### src/rtl/ping_tof_acc.sv
// ping_tof_acc
//   Periodic ping generator and echo time-of-flight accumulator. While running,
//   a phase counter sweeps 0 .. 2^PERIOD_W-1 once per ping. The first and last
//   accepted echo phases of each ping are folded into frame totals (sums,
//   hit/miss counts, min first / max last). After 2^NPING_W pings the totals
//   are published with a one-cycle frame_valid and the next frame starts
//   without a gap.
//
// Ports
//   clk          system clock
//   rst          synchronous reset, active low
//   start        one-cycle pulse, starts continuous measurement (IDLE only)
//   stop         one-cycle pulse, stop at the end of the current frame
//   echo_stb     one-cycle received-echo strobe
//   ping_stb     high in the phase-0 cycle of every period while running
//   busy         high while running
//   frame_valid  one-cycle pulse, result outputs updated in the same cycle
//   sum_first    sum of first-echo phases over hit pings
//   sum_last     sum of last-echo phases over hit pings
//   hits         pings with at least one accepted echo
//   misses       pings without an accepted echo
//   min_first    smallest first-echo phase of the frame (all ones if no hit)
//   max_last     largest last-echo phase of the frame (0 if no hit)
module ping_tof_acc #(
  parameter int PERIOD_W = 12,
  parameter int NPING_W  = 8,
  parameter int BLANK    = 16,
  parameter int ACC_W    = PERIOD_W + NPING_W
) (
  input  logic                clk,
  input  logic                rst,
  input  logic                start,
  input  logic                stop,
  input  logic                echo_stb,
  output logic                ping_stb,
  output logic                busy,
  output logic                frame_valid,
  output logic [ACC_W-1:0]    sum_first,
  output logic [ACC_W-1:0]    sum_last,
  output logic [NPING_W:0]    hits,
  output logic [NPING_W:0]    misses,
  output logic [PERIOD_W-1:0] min_first,
  output logic [PERIOD_W-1:0] max_last
);

  localparam int CNT_W = NPING_W + 1;

  typedef enum logic {
    S_IDLE = 1'b0,
    S_RUN  = 1'b1
  } state_t;

  state_t state, state_nxt;

  logic [PERIOD_W-1:0] phase;
  logic [NPING_W-1:0]  ping_idx;
  logic                stop_pending;
  // One RUN cycle after a stopped frame closes: frame_valid is out, busy is
  // still high, but no new ping is started and echoes are ignored.
  logic                draining;

  // Per-ping capture
  logic                got;
  logic [PERIOD_W-1:0] first_ph;
  logic [PERIOD_W-1:0] last_ph;

  // Frame accumulators
  logic [ACC_W-1:0]    acc_first;
  logic [ACC_W-1:0]    acc_last;
  logic [CNT_W-1:0]    acc_hits;
  logic [CNT_W-1:0]    acc_misses;
  logic [PERIOD_W-1:0] acc_min;
  logic [PERIOD_W-1:0] acc_max;

  // Datapath helpers
  logic                active;
  logic                blank_ok;
  logic                accept;
  logic                ping_end;
  logic                frame_end;
  logic                ping_got;
  logic [PERIOD_W-1:0] ping_first;
  logic [PERIOD_W-1:0] ping_last;
  logic [ACC_W-1:0]    fold_first;
  logic [ACC_W-1:0]    fold_last;
  logic [CNT_W-1:0]    fold_hits;
  logic [CNT_W-1:0]    fold_misses;
  logic [PERIOD_W-1:0] fold_min;
  logic [PERIOD_W-1:0] fold_max;

  // Blanking window; BLANK=0 accepts every phase.
  generate
    if (BLANK == 0) begin : g_noblank
      assign blank_ok = 1'b1;
    end else begin : g_blank
      assign blank_ok = (phase >= PERIOD_W'(BLANK));
    end
  endgenerate

  // FSM next state and control outputs
  always_comb begin
    state_nxt = state;
    busy      = 1'b0;
    ping_stb  = 1'b0;
    case (state)
      S_IDLE: begin
        if (start) begin
          state_nxt = S_RUN;
        end
      end
      S_RUN: begin
        busy     = 1'b1;
        ping_stb = (phase == '0) && !draining;
        if (draining) begin
          state_nxt = S_IDLE;
        end
      end
      default: state_nxt = S_IDLE;
    endcase
  end

  // The closing ping's totals include the echo arriving in the close cycle,
  // so the fold works on the captured values merged with this cycle's echo.
  always_comb begin
    active     = (state == S_RUN) && !draining;
    accept     = active && echo_stb && blank_ok;
    ping_end   = active && (phase == '1);
    frame_end  = ping_end && (ping_idx == '1);

    ping_got   = got | accept;
    ping_first = got ? first_ph : phase;
    ping_last  = accept ? phase : last_ph;

    fold_first  = acc_first;
    fold_last   = acc_last;
    fold_hits   = acc_hits;
    fold_misses = acc_misses;
    fold_min    = acc_min;
    fold_max    = acc_max;
    if (ping_got) begin
      fold_first = acc_first + ACC_W'(ping_first);
      fold_last  = acc_last + ACC_W'(ping_last);
      fold_hits  = acc_hits + CNT_W'(1);
      if (ping_first < acc_min) begin
        fold_min = ping_first;
      end
      if (ping_last > acc_max) begin
        fold_max = ping_last;
      end
    end else begin
      fold_misses = acc_misses + CNT_W'(1);
    end
  end

  always_ff @(posedge clk) begin
    if (!rst) begin
      state        <= S_IDLE;
      phase        <= '0;
      ping_idx     <= '0;
      stop_pending <= 1'b0;
      draining     <= 1'b0;
      got          <= 1'b0;
      first_ph     <= '0;
      last_ph      <= '0;
      acc_first    <= '0;
      acc_last     <= '0;
      acc_hits     <= '0;
      acc_misses   <= '0;
      acc_min      <= '1;
      acc_max      <= '0;
      frame_valid  <= 1'b0;
      sum_first    <= '0;
      sum_last     <= '0;
      hits         <= '0;
      misses       <= '0;
      min_first    <= '1;
      max_last     <= '0;
    end else begin
      state       <= state_nxt;
      frame_valid <= 1'b0;

      if (state == S_IDLE) begin
        if (start) begin
          phase        <= '0;
          ping_idx     <= '0;
          stop_pending <= 1'b0;
          draining     <= 1'b0;
          got          <= 1'b0;
          first_ph     <= '0;
          last_ph      <= '0;
          acc_first    <= '0;
          acc_last     <= '0;
          acc_hits     <= '0;
          acc_misses   <= '0;
          acc_min      <= '1;
          acc_max      <= '0;
        end
      end else if (draining) begin
        draining     <= 1'b0;
        stop_pending <= 1'b0;
      end else begin
        phase <= phase + PERIOD_W'(1);
        if (stop) begin
          stop_pending <= 1'b1;
        end

        if (accept) begin
          got     <= 1'b1;
          last_ph <= phase;
          if (!got) begin
            first_ph <= phase;
          end
        end

        // Ping close overrides the capture update above.
        if (ping_end) begin
          got      <= 1'b0;
          first_ph <= '0;
          last_ph  <= '0;
          ping_idx <= ping_idx + NPING_W'(1);

          if (frame_end) begin
            frame_valid <= 1'b1;
            sum_first   <= fold_first;
            sum_last    <= fold_last;
            hits        <= fold_hits;
            misses      <= fold_misses;
            min_first   <= fold_min;
            max_last    <= fold_max;
            acc_first   <= '0;
            acc_last    <= '0;
            acc_hits    <= '0;
            acc_misses  <= '0;
            acc_min     <= '1;
            acc_max     <= '0;
            // A stop arriving in the close cycle still ends this frame.
            if (stop_pending || stop) begin
              draining <= 1'b1;
            end
          end else begin
            acc_first  <= fold_first;
            acc_last   <= fold_last;
            acc_hits   <= fold_hits;
            acc_misses <= fold_misses;
            acc_min    <= fold_min;
            acc_max    <= fold_max;
          end
        end
      end
    end
  end

endmodule

### config.mk
export PLATFORM = sky130hd
export DESIGN_NAME = ping_tof_acc
export DESIGN_NICKNAME = d
export VERILOG_FILES = /design/src/rtl/ping_tof_acc.sv
export SDC_FILE = /design/constraint.sdc
export NUM_CORES = 1
export LEC_CHECK = 0
export CORE_MARGIN = 5
export CORE_UTILIZATION = 59
export DETAILED_ROUTE_END_ITERATION = 8
export PLACE_DENSITY = 0.84
export SYNTH_ARGS = -nofsm -noshare
export SYNTH_HDL_FRONTEND = slang
export SYNTH_SLANG_ARGS = --single-unit
### constraint.sdc
create_clock -name clk -period 5.1 [get_ports clk]
set_input_delay 0.765 -clock clk [delete_from_list [all_inputs] [get_ports clk]]
set_output_delay 0.765 -clock clk [all_outputs]
set_load 0.05 [all_outputs]
# Yosys cells after proc, flatten, opt, wreduce, memory -nomap -nowiden
# Cells that the tools add are included.
# Widths: inputs -> output; s select.
totals:
  register_bits: 213
  latch_bits: 0
  mem_bits_rw: 0
  mem_bits_ro: 0
  out_inout_bits: 85
  memories: 0
op_classes:
  n_addsub: 6
  mul: 0
  div: 0
  magnitude_cmp: 3
  n_eq_ne: 6
  n_shift: 0
  muxes: 70
  bitwise: 5
  reduce_logical: 16
ops:
  columns: ["op", "n"]
  rows:
  - ["$mux 12", 25]
  - ["$mux 20", 11]
  - ["$mux 9", 11]
  - ["$add 20x12->20", 2]
  - ["$mux 8", 4]
  - ["$add 9x1->9 const B", 2]
  - ["$mux 1", 18]
  - ["$add 12x1->12 const B", 1]
  - ["$eq 12x12->1 const B", 1]
  - ["$ge 12x5->1 const B", 1]
  - ["$gt 12x12->1", 1]
  - ["$logic_not 12->1", 1]
  - ["$lt 12x12->1", 1]
  - ["$add 8x1->8 const B", 1]
  - ["$eq 8x8->1 const B", 1]
  - ["$logic_and 1x1->1", 6]
  - ["$reduce_and 3->1", 2]
  - ["$not 1->1", 4]
  - ["$reduce_and 2->1", 2]
  - ["$reduce_and 4->1", 1]
  - ["$reduce_or 4->1", 1]
  - ["$ne 3x1->1 const B", 1]
  - ["$ne 3x2->1 const B", 1]
  - ["$ne 2x1->1 const B", 1]
  - ["6 further kinds", 6]

# Logic depth before layout (Yosys ltp)
logic_depth:
  depth_word: 12
  ltp_mapped: 17
  ltp_nobuf: 13

# Worst setup path before layout
# OpenSTA, ideal clock, no wires.
synth_path:
  kind: "reg-to-reg"
  from: "register state"
  to: "register sum_last[14]"
  setup_ns: 0.086
  arrival_ns: 3.886
  required_ns: 5.014
  slack_ns: 1.128
  stages_incl_launch_ff: 18
  synth_period_minus_slack_ns: 3.972
  cell_sequence: "dfxtp_1 > buf_4 > and3b_1 > buf_2 > o21a_1 > buf_6 > buf_2 > mux2i_1 > inv_1 > ha_1 > inv_1 > fa_1 > nand3b_1 > a21oi_1 > o21ai_0 > a211oi_1 > xnor2_1 > a211oi_1"
synth_between:
  elab_chain_cells: 6
  elab_cells_between_ends: 10
synth_lines:
  columns: ["element", "line", "text"]
  rows:
  - ["start, declared", "53", "state_t state, state_nxt;"]
  - ["start signal, assigned", "179", "state <= state_nxt;"]
  - ["$logic_and 1x1->1", "125", "active = (state == S_RUN) && !draining;"]
  - ["$logic_and 1x1->1 (2 in a row)", "126", "accept = active && echo_stb && blank_ok;"]
  - ["$mux 12", null, null]
  - ["$add 20x12->20", "142", "fold_last = acc_last + ACC_W'(ping_last);"]
  - ["$mux 20", "140", "if (ping_got) begin"]
  - ["end signal, assigned", "225", "sum_last <= fold_last;"]
  - ["end, declared", "39", "output logic [ACC_W-1:0] sum_last,"]
# Several ways; a longest one is shown, not always the timed one.
# A chain may end at the register's enable or synchronous reset.

# Worst setup path after layout
layout_path:
  from: "input port echo_stb"
  to: "register sum_last[17]"
layout_between:
  elab_chain_cells: 5
  elab_cells_between_ends: 6
layout_lines:
  columns: ["element", "line", "text"]
  rows:
  - ["start, declared", "34", "input logic echo_stb,"]
  - ["$logic_and 1x1->1 * (2 in a row)", "126", null]
  - ["$mux 12", null, null]
  - ["$add 20x12->20", "142", null]
  - ["$mux 20 *", "140", null]
# Every way passes the cells marked *; elsewhere a longest branch is shown, timed or not.

==> qor.yml <==
outcome:
  status: "finished clean"
pwr:
  p_int_mw: 2.67
  swShare: 0.222
  peakVddDrop_uv: 258
  combinationalPowerShare: 0.034
  p_clk_frac: 0.478
  p_sw_mw: 0.762
  power_density_mw_per_mm2: 271
  leakage_nw: 5.00
  p_seq_frac: 0.488
  total_power_mw: 3.43
logic_synthesis:
  synthFlopType: "dfxtp_1"
  synth_enable_flop_cells: 0
  synth_most_common_cell: "dfxtp_1"
  yosys.area_share.adder: 0.0646
  synth_warnings: 0
  synth.area.top_cells: "dfxtp_1, ha_1, nor2_1, nand2_1, o21ai_0"
  synth_cell_type_count: 77
  netlist_area_mm2: 0.0109
  syn_nets: 1325
  synth_top_area_frac: 0.391
  synthCells: 1265
  ys_top_cells_by_count: "dfxtp_1, nor2_1, nand2_1"
  synth_top_family_by_area: "compound AO/OA/AOI/OAI gates"
  yosysSeqAreaShare: 0.391
  synth_area_per_cell_um2: 8.61
  muxShareOfSynthArea: 0.0399
  synthArstFlopShare: 0
  synth_xor_area_frac: 0.0466
  ys_seq_elements: 213
  synthSimpleGateAreaFrac: 0.174
  synth_top_area_cell: "dfxtp_1"
  synth-compound-area-share: 0.235
layout:
  fill_cells: 1396
  diodes: 0
  final_util: 0.700
  drive_gt1_frac: 0.0664
  area_delta_synth_final_pct: 16.2
  nets: 1385
worst_setup_path:
  startpoint_type: "input port"
  required_ns: 5.52
  max_stage_delay_ns: 0.55
  crit_type: "in -> reg"
  cpMaxStageDelayCell: "a21boi_0"
  path_cells: "clkdlybuf4s50_1, and3b_1, o21ai_1, a22oi_1, inv_1, ha_1, a21oi_1, o211ai_1, a21boi_0, and4_1, xnor2_1, a211oi_1"
  cp_max_fo: 10
  cp-end-kind: "register"
  arrival_ns: 4.68
clock_network:
  post-cts-setup-buffers: 0
  cts_inserted_buffers: 23
  clock_sinks: 213
  hold_buffers: 0
  postCtsResizedCells: 0
  cts_tree: "yes"
  clock_latency_ns: 0.51
  path_clk_slew_ns: 0.06
  cts_max_level: 1
  cts-root-buf: "clkbuf_16"
  clock_path_buffers: 3
routing:
  drt_pass1_iterations: 6
  route.detailed.drc: 0
  drt_iter0_drc: 977
  ant_nets: 0
  vias_per_cell: 6.35
  drt_wl_total_um: 28900
  routedWlPerCell_um: 18.4
  vias: 9969
sta:
  rsz0062_at_grt: "false"
  setup_tns_ns: 0
  period_minus_slack_ns: 4.27
  setup_violations: 0
  worst_slew_pin_slew_ns: 1.30
  finClkSkew_ns: 0.0158
  slew_viol_final: 0
  hold_ws_ns: 0.453
  final-hold-violation-count: 0
  relSlewSlack: 0.136
  timing.final.crit_share: 0.836
  clock.fmax_mhz: 234
hold_path:
  hold_class: "reg -> reg"
global_route:
  grt_overflow: 0
  grt_max_degree: 86
  grt_pass1_wl_um: 46900
  antenna_found_initial: 0
  grt.total_usage: 0.260
  grt_pass1_vias: 9307
die:
  ioPinCount: 90
  die-area_mm2: 0.0213
  fp.dieW_um: 146
  num_rows: 49
  core_mm2: 0.0181
  die_y_um: 146
  start_util: 0.602
flow_run:
  maxCapViolCount: 0
place:
  portBuffers: 89
  gp_congestion: 0.949
  place.detailed.hpwl_um: 20200
[power by group through the flow]
| stage | Sequential, mW | Combinational (mW) | Clock (mW) |
|---|---|---|---|
| 6_report | 1.67 | 0.117 | 1.64 |
| 5_1_grt | 1.67 | 0.125 | 1.74 |
| 2_1_floorplan | 1.71 | 0.0772 | 0 |
| 3_5_place_dp | 1.71 | 0.113 | 0 |
| 3_3_place_gp | 1.71 | 0.111 | 0 |
| 4_1_cts | 1.67 | 0.114 | 1.66 |
[through the flow]
stage	setup slack (ns)	cells	area, µm²
floorplan	1.13	1265	10900
global placement	0.583	1529	11900
detailed placement	0.461	1529	11900
CTS	0.939	1569	12700
global route	0.575	1569	12700
finish	0.834	1569	12700
[final timing paths]
kind / startpoint / to / slack, ns / cells past startpoint
max: echo_stb / sum_last[17]$_SDFFE_PN0P_ / 0.83 / 12
min: sum_first[2]$_SDFFE_PN0P_ / sum_first[2]$_SDFFE_PN0P_ / 0.45 / 2
max reg2reg: state$_SDFF_PN0_ / sum_last[17]$_SDFFE_PN0P_ / 0.86 / 11
min reg2reg: sum_first[2]$_SDFFE_PN0P_ / sum_first[2]$_SDFFE_PN0P_ / 0.45 / 2
[cell type report]
class                   instances  area (µm²)  area share
flip-flops and latches        213        4260       0.337
inverters                      53         199      0.0157
multi-input cells             923        6110       0.483
clock inverters                 8        97.6     0.00771
repair buffers                111        1060      0.0840
clock buffers                  32         639      0.0505
well taps                     229         287      0.0226
[layer usage]
metal / share of wire / vias up / track usage
met4: 0.032 / 0 / 0.0940
li1: - / 4762 / -
met5: 0 / - / 0
met2: 0.45 / 434 / 0.410
met3: 0.086 / 71 / 0.0424
met1: 0.43 / 4702 / 0.362
[worst max-delay path, delay by kind of cell]
| kind | cells | cell delay [ns] |
|---|---|---|
| buffers and inverters | 2 | 0.67 |
| xor gates and xnor gates | 1 | 0.08 |
| and+or+nand+nor | 2 | 0.73 |
| adders and majority gates | 1 | 0.42 |
| AOI/OAI and AO/OA | 6 | 2.00 |
[kinds of logic (layout without fill, tap and decap cells)]
kind of cell,after synthesis,after routing
buffers and inverters,129,204
DFF,213,213
and+or+nand+nor,388,388
AOI/OAI and AO/OA,380,380
xor gates and xnor gates,58,58
adders and majority gates,55,55
muxes,42,42
[cells in the final DEF (no fill, tap or decap), types with 6 or more instances in the layout]
cell             instances
dfxtp_1                213
nor2_1                 115
nand2_1                111
clkdlybuf4s50_1         88
o21ai_0                 79
a21oi_1                 74
ha_1                    53
inv_1                   52
nand3_1                 44
a211oi_1                36
a22oi_1                 35
mux2i_1                 31
o211ai_1                31
xor2_1                  30
xnor2_1                 28
clkbuf_16               23
nand4_1                 22
buf_4                   21
a31oi_1                 17
or3_1                   15
a21o_1                  13
o2bb2ai_1               13
o22a_1                  12
mux2_2                  11
nor3_1                  11
nand3b_1                11
and3_1                  11
o21a_1                   9
and4_1                   9
o31ai_1                  7
nor4_1                   6
o2111ai_1                6
clkbuf_1                 6
[flip-flops by register name, indices dropped and copies added (netlist names)]
register      flops
misses            9
got               1
sum_first        20
min_first        12
ping_idx          8
max_last         12
acc_last         20
hits              9
stop_pending      1
acc_misses        9
state             1
first_ph         12
acc_min          12
draining          1
sum_last         20
phase            12
acc_first        20
acc_max          12
acc_hits          9
last_ph          12
frame_valid       1
Power figures use the tool's default switching activity.
